[src/rtl/adder_eval_pkg.sv]
// Shared types and width helpers for the approximate-adder error monitor.
// Optional first-failure capture is enabled with FIRST_FAIL_CAPTURE_EN.
package adder_eval_pkg;

    typedef enum logic [1:0] {
        IDLE,
        WAIT,
        SAMPLE,
        DONE
    } state_t;

    localparam int SETTLE_W = 4;

    function automatic int cnt_w(input int n_in);
        return n_in + 1;
    endfunction

    function automatic int sum_w(input int n_in, input int n_out);
        return n_in + n_out;
    endfunction

    function automatic int diff_w(input int n_out);
        return n_out + 1;
    endfunction

endpackage

[src/rtl/adder_eval_if.sv]
// Stimulus/response bus between the monitor and the adder under evaluation.
// Optional first-failure capture is enabled with FIRST_FAIL_CAPTURE_EN.
interface adder_eval_if #(
    parameter int N_IN  = 4,
    parameter int N_OUT = 3
);

    logic [N_IN-1:0]  pi_out;
    logic [N_OUT-1:0] po_in;

    modport master (
        output pi_out,
        input  po_in
    );

    modport slave (
        input  pi_out,
        output po_in
    );

endinterface

[src/rtl/adder_exact_ref.sv]
// Exact a+b reference; a is the low half of pi, b the high half.
// Optional first-failure capture is enabled with FIRST_FAIL_CAPTURE_EN.
module adder_exact_ref #(
    parameter int N_IN = 4
) (
    input  logic [N_IN-1:0] pi,
    output logic [N_IN/2:0] sum
);

    localparam int H = N_IN / 2;

    assign sum = {1'b0, pi[H-1:0]} + {1'b0, pi[N_IN-1:H]};

endmodule

[src/rtl/adder_error_monitor.sv]
// Sweeps all input vectors into an adder and accumulates error metrics.
// Optional first-failure capture is enabled with FIRST_FAIL_CAPTURE_EN.
module adder_error_monitor
    import adder_eval_pkg::*;
#(
    parameter int N_IN   = 4,
    parameter int N_OUT  = 3,
    parameter int SETTLE = 1
) (
    input  logic clk,
    input  logic rst_n,
    input  logic start,
    adder_eval_if.master bus,
    output logic busy,
    output logic done,
    output logic [cnt_w(N_IN)-1:0] err_count,
    output logic [N_OUT-1:0] max_abs_err,
    output logic [sum_w(N_IN, N_OUT)-1:0] sum_abs_err
`ifdef FIRST_FAIL_CAPTURE_EN
    ,
    output logic first_fail_valid,
    output logic [N_IN-1:0] first_fail_vec
`endif
);

    localparam int SW = sum_w(N_IN, N_OUT);
    localparam int DW = diff_w(N_OUT);

    state_t state_q, state_d;

    logic [SETTLE_W-1:0] settle_q, settle_d;
    logic [N_IN-1:0] pi_q;
    logic clear, sample;

    logic [N_IN/2:0] exact;
    logic [DW-1:0] diff;
    logic [N_OUT-1:0] abs_err;

    adder_exact_ref #(
        .N_IN(N_IN)
    ) u_ref (
        .pi (pi_q),
        .sum(exact)
    );

    // Two's-complement difference in one extra bit, then magnitude.
    assign diff = DW'(exact) - DW'(bus.po_in);
    assign abs_err = diff[DW-1] ? N_OUT'(-diff) : N_OUT'(diff);

    assign bus.pi_out = pi_q;
    assign busy = (state_q == WAIT) || (state_q == SAMPLE);
    assign done = (state_q == DONE);

    always_ff @(posedge clk or negedge rst_n) begin
        if (!rst_n) begin
            state_q  <= IDLE;
            settle_q <= '0;
        end else begin
            state_q  <= state_d;
            settle_q <= settle_d;
        end
    end

    always_comb begin
        state_d  = state_q;
        settle_d = settle_q;
        clear    = 1'b0;
        sample   = 1'b0;
        unique case (state_q)
            IDLE, DONE: begin
                if (start) begin
                    state_d  = WAIT;
                    settle_d = '0;
                    clear    = 1'b1;
                end
            end
            WAIT: begin
                if (settle_q == SETTLE_W'(SETTLE - 1)) begin
                    state_d  = SAMPLE;
                    settle_d = '0;
                end else begin
                    settle_d = settle_q + 1'b1;
                end
            end
            SAMPLE: begin
                sample  = 1'b1;
                state_d = (pi_q == '1) ? DONE : WAIT;
            end
            default: state_d = IDLE;
        endcase
    end

    always_ff @(posedge clk or negedge rst_n) begin
        if (!rst_n) begin
            pi_q        <= '0;
            err_count   <= '0;
            max_abs_err <= '0;
            sum_abs_err <= '0;
        end else if (clear) begin
            pi_q        <= '0;
            err_count   <= '0;
            max_abs_err <= '0;
            sum_abs_err <= '0;
        end else if (sample) begin
            if (abs_err != '0) begin
                err_count <= err_count + 1'b1;
            end
            if (abs_err > max_abs_err) begin
                max_abs_err <= abs_err;
            end
            sum_abs_err <= sum_abs_err + SW'(abs_err);
            // The last vector stays on the bus while results are held.
            if (pi_q != '1) begin
                pi_q <= pi_q + 1'b1;
            end
        end
    end

`ifdef FIRST_FAIL_CAPTURE_EN
    always_ff @(posedge clk or negedge rst_n) begin
        if (!rst_n) begin
            first_fail_valid <= 1'b0;
            first_fail_vec   <= '0;
        end else if (clear) begin
            first_fail_valid <= 1'b0;
            first_fail_vec   <= '0;
        end else if (sample && abs_err != '0 && !first_fail_valid) begin
            first_fail_valid <= 1'b1;
            first_fail_vec   <= pi_q;
        end
    end
`endif

endmodule

[src/flat_wrapper.sv]
// flat-port wrapper written by rule: the top's interface ports become plain ports
module adder_error_monitor_flat import adder_eval_pkg::*;
#(
    parameter int N_IN   = 4,
    parameter int N_OUT  = 3,
    parameter int SETTLE = 1
)
  (clk, rst_n, start, busy, done, err_count, max_abs_err, sum_abs_err, bus_pi_out, bus_po_in);
  adder_eval_if #(.N_IN(N_IN), .N_OUT(N_OUT)) bus_i ();
  input  logic clk;
  input  logic rst_n;
  input  logic start;
  output logic busy;
  output logic done;
  output logic [cnt_w(N_IN)-1:0] err_count;
  output logic [N_OUT-1:0] max_abs_err;
  output logic [sum_w(N_IN, N_OUT)-1:0] sum_abs_err;
  output wire logic [$bits(bus_i.pi_out)-1:0] bus_pi_out;
  input wire logic [$bits(bus_i.po_in)-1:0] bus_po_in;
  assign bus_pi_out = bus_i.pi_out;
  assign bus_i.po_in = bus_po_in;
  adder_error_monitor #(.N_IN(N_IN), .N_OUT(N_OUT), .SETTLE(SETTLE)) u_core (.clk(clk), .rst_n(rst_n), .start(start), .bus(bus_i), .busy(busy), .done(done), .err_count(err_count), .max_abs_err(max_abs_err), .sum_abs_err(sum_abs_err));
endmodule
[config.mk]
export PLATFORM = sky130hd
export DESIGN_NAME = adder_error_monitor_flat
export DESIGN_NICKNAME = d
export VERILOG_FILES = /design/src/rtl/adder_eval_pkg.sv /design/src/rtl/adder_eval_if.sv /design/src/rtl/adder_exact_ref.sv /design/src/rtl/adder_error_monitor.sv /design/src/flat_wrapper.sv
export SDC_FILE = /design/constraint.sdc
export NUM_CORES = 1
export LEC_CHECK = 0
export ABC_AREA = 1
export CORE_MARGIN = 2
export CORE_UTILIZATION = 45
export CTS_CLUSTER_DIAMETER = 40
export DETAILED_ROUTE_END_ITERATION = 8
export PLACE_DENSITY_LB_ADDON = 0.3
export REMOVE_ABC_BUFFERS = 1
export SETUP_SLACK_MARGIN = 0.3
export SLEW_MARGIN = 40
export SYNTH_ARGS = -nofsm -noshare
export SYNTH_HDL_FRONTEND = slang
export SYNTH_SLANG_ARGS = --single-unit
[constraint.sdc]
create_clock -name clk -period 7.45 [get_ports clk]
set_input_delay 1.8625 -clock clk [delete_from_list [all_inputs] [get_ports clk]]
set_output_delay 1.8625 -clock clk [all_outputs]
set_load 0.05 [all_outputs]
==> results.tsv <==
metric	value	unit
outcome	finished, final reports clean	
holdWs	478.0	ps
h-tree-depth	1	
hpwl	2573	um
regArea	625.6	um^2
yosysTopAreaCell	dfrtp_1	
end_kind	flop	
grt_overflow_total	0	
cts.clk_slew.worst_paths	100	ps
die_area	4432	um^2
track_usage	0.1823	
die_y	66.57	um
io_pins	27	
place_area	2076	um^2
worstPathArrival	4970	ps
layout_setup_ws	2650	ps
syn_to_final_growth	20.45	%
ant_nets	0	
finalSetupViolations	0	
n_fill_cell	348	
core	3716	um^2
avgSynthCellArea	7.900	um^2
yosysUniqueCellTypes	30	
irDropWorstVdd	0.0003018	V
grtUsageMet1	0.2346	
fin_nets	281	
drt-total-wl	3343	um
dp.cells	297	
worstMarginPinSlew	535.6	ps
hold_class	flop to flop	
grt_pass1_vias	1417	
yosysTopAreaCellShare	0.3551	
diodes	0	
path_max_fanout	4	
slew_viol_final	0	
postCtsSetupBuffers	0	
cts_buffers	3	
die_w	66.57	um
multi_input_area	942.2	um^2
leakage	1.074	nW
cts_resized	0	
clk_latency	270	ps
power.density	469.2	nW/um^2
initial_core_util	0.4741	
drt-initial-drc-count	62	
synth_seq_area_share	0.3551	
gp_congestion	0.8250	
pre_cts_ws	2325	ps
relSlewSlack	0.6420	
postLayoutCellArea	2122	um^2
crit_required	7630	ps
clock-root-buffer	clkbuf_8	
synth_cells	223	
io_buffers	26	
cts_sinks	25	
grtUsageMet3	0.04054	
fin_crit_sh	0.6443	
drt-pass1-iter-count	4	
grt_max_degree	26	
maxCapViolations	0	
antenna_found_initial	0	
fin_crit	4800	ps
rows	22	
grt_pass1_wl	6216	um
final_cells	301	
grt_use_met2	0.3050	
viasPerCell	4.784	
cts_hold_buf	0	
synth_area_leaders	dfrtp_1 (36%), ha_1 (13%), inv_1 (9.8%)	
clockBufferDepth	2	
drive_gt1_frac	0.09881	
drc	0	
worst_clock_skew	11.06	ps
fmax	0.2083	GHz
netlist_area	1762	um^2
hold_violations	0	
synth-seq-cells	25	
wl_per_cell	11.11	um
grt.busiest_layer	met2	
tns	0	ps
start_kind	primary input	
grt_setup_unrepaired	false	
cts_tree	yes	
yosys_warnings	0	
critPathKind	primary input to flop	
vias	1440	
[path summary, 6_finish.rpt]
| kind | startpoint | to | slack, ps | cells after the start |
|---|---|---|---|---|
| min in group asynchronous | rst_n | u_core.max_abs_err[1] | 1940 | 2 |
| max | bus_po_in[1] | u_core.max_abs_err[2] | 2650 | 16 |
| max reg2reg | u_core.bus.pi_out[1] | u_core.max_abs_err[2] | 4210 | 16 |
| max in group asynchronous | rst_n | u_core.bus.pi_out[2] | 5240 | 2 |
| min | u_core.settle_q[2] | u_core.settle_q[2] | 480 | 1 |
| min reg2reg | u_core.settle_q[2] | u_core.settle_q[2] | 480 | 1 |
[sequential cells by signal (all words and copies together), names as in the netlist]
signal,flops
u_core.settle_q,4
u_core.bus.pi_out,4
u_core.err_count,5
u_core.state_q,2
u_core.sum_abs_err,7
u_core.max_abs_err,3
[critical path, cell delays in order]
cell             delay, ps
clkdlybuf4s50_1        430
fa_1                   530
fa_1                   570
ha_1                   230
inv_1                   80
nand3_1                 90
xnor2_1                310
ha_1                   320
inv_1                   60
nor2_1                  40
nor2_1                 110
o21ai_2                 90
nand2_2                100
nand2_1                 50
nand2_1                 50
nor2_1                  50
[layer usage]
layer	share of wire	vias up	wire length (um)
met5	0	-	0
met4	0.0099	0	33
met3	0.038	2	126
met2	0.46	23	1543
met1	0.49	648	1639
li1	-	767	-
[cell families after synthesis]
kind of cell             synth area share
AO/OA/AOI/OAI                      0.1001
buffers and inverters              0.1101
flip-flops                         0.3551
AND/OR/NAND/NOR                    0.2671
adder cells (fa/ha/maj)            0.1577
XOR/XNOR                         0.009945
[through the flow]
step	total power, mW	utilization
floorplan	0.7530	-
global placement	0.9018	0.5586
detailed placement	0.9190	0.5586
CTS	1.007	0.5710
global route	1.103	0.5710
finish	0.9956	0.5710
[where the power goes]
| group | internal [mW] | total (mW) | switching (mW) |
|---|---|---|---|
| Sequential | 0.176 | 0.214 | 0.0385 |
| Clock | 0.0374 | 0.0819 | 0.0444 |
| Combinational | 0.243 | 0.700 | 0.456 |
| Total | 0.456 | 0.996 | 0.539 |
[synth_stat cells (all sizes together)]
library cell / instances
o211ai: 1
nor3: 6
clkbuf: 1
nand4: 1
a211oi: 1
o21bai: 1
dfrtp: 25
a22o: 1
nand2: 38
o21ai: 10
inv: 48
o21a: 2
a21oi: 12
xnor2: 2
fa: 2
a31oi: 1
o22ai: 1
ha: 19
nor2: 29
nand3: 22
[cell usage in the layout, fill, tap and decap left out, drive strengths merged, types with 2 or more instances in the layout]
| cell type | count |
|---|---|
| dfrtp | 25 |
| clkbuf | 3 |
| nand2 | 38 |
| inv | 48 |
| fa | 2 |
| xnor2 | 2 |
| a21oi | 12 |
| o21a | 2 |
| clkdlybuf4s50 | 26 |
| nand3 | 22 |
| ha | 19 |
| o21ai | 10 |
| nor3 | 6 |
| nor2 | 29 |
[area by class of cell]
class,instances,area share
Multi-Input combinational cell,149,0.4440
Sequential cell,25,0.2948
Timing Repair Buffer,27,0.1262
Inverter,48,0.08491
Tap cell,48,0.02830
Clock buffer,3,0.01946
Clock inverter,1,0.002358
Note: power is estimated with default switching activity, not from simulation.
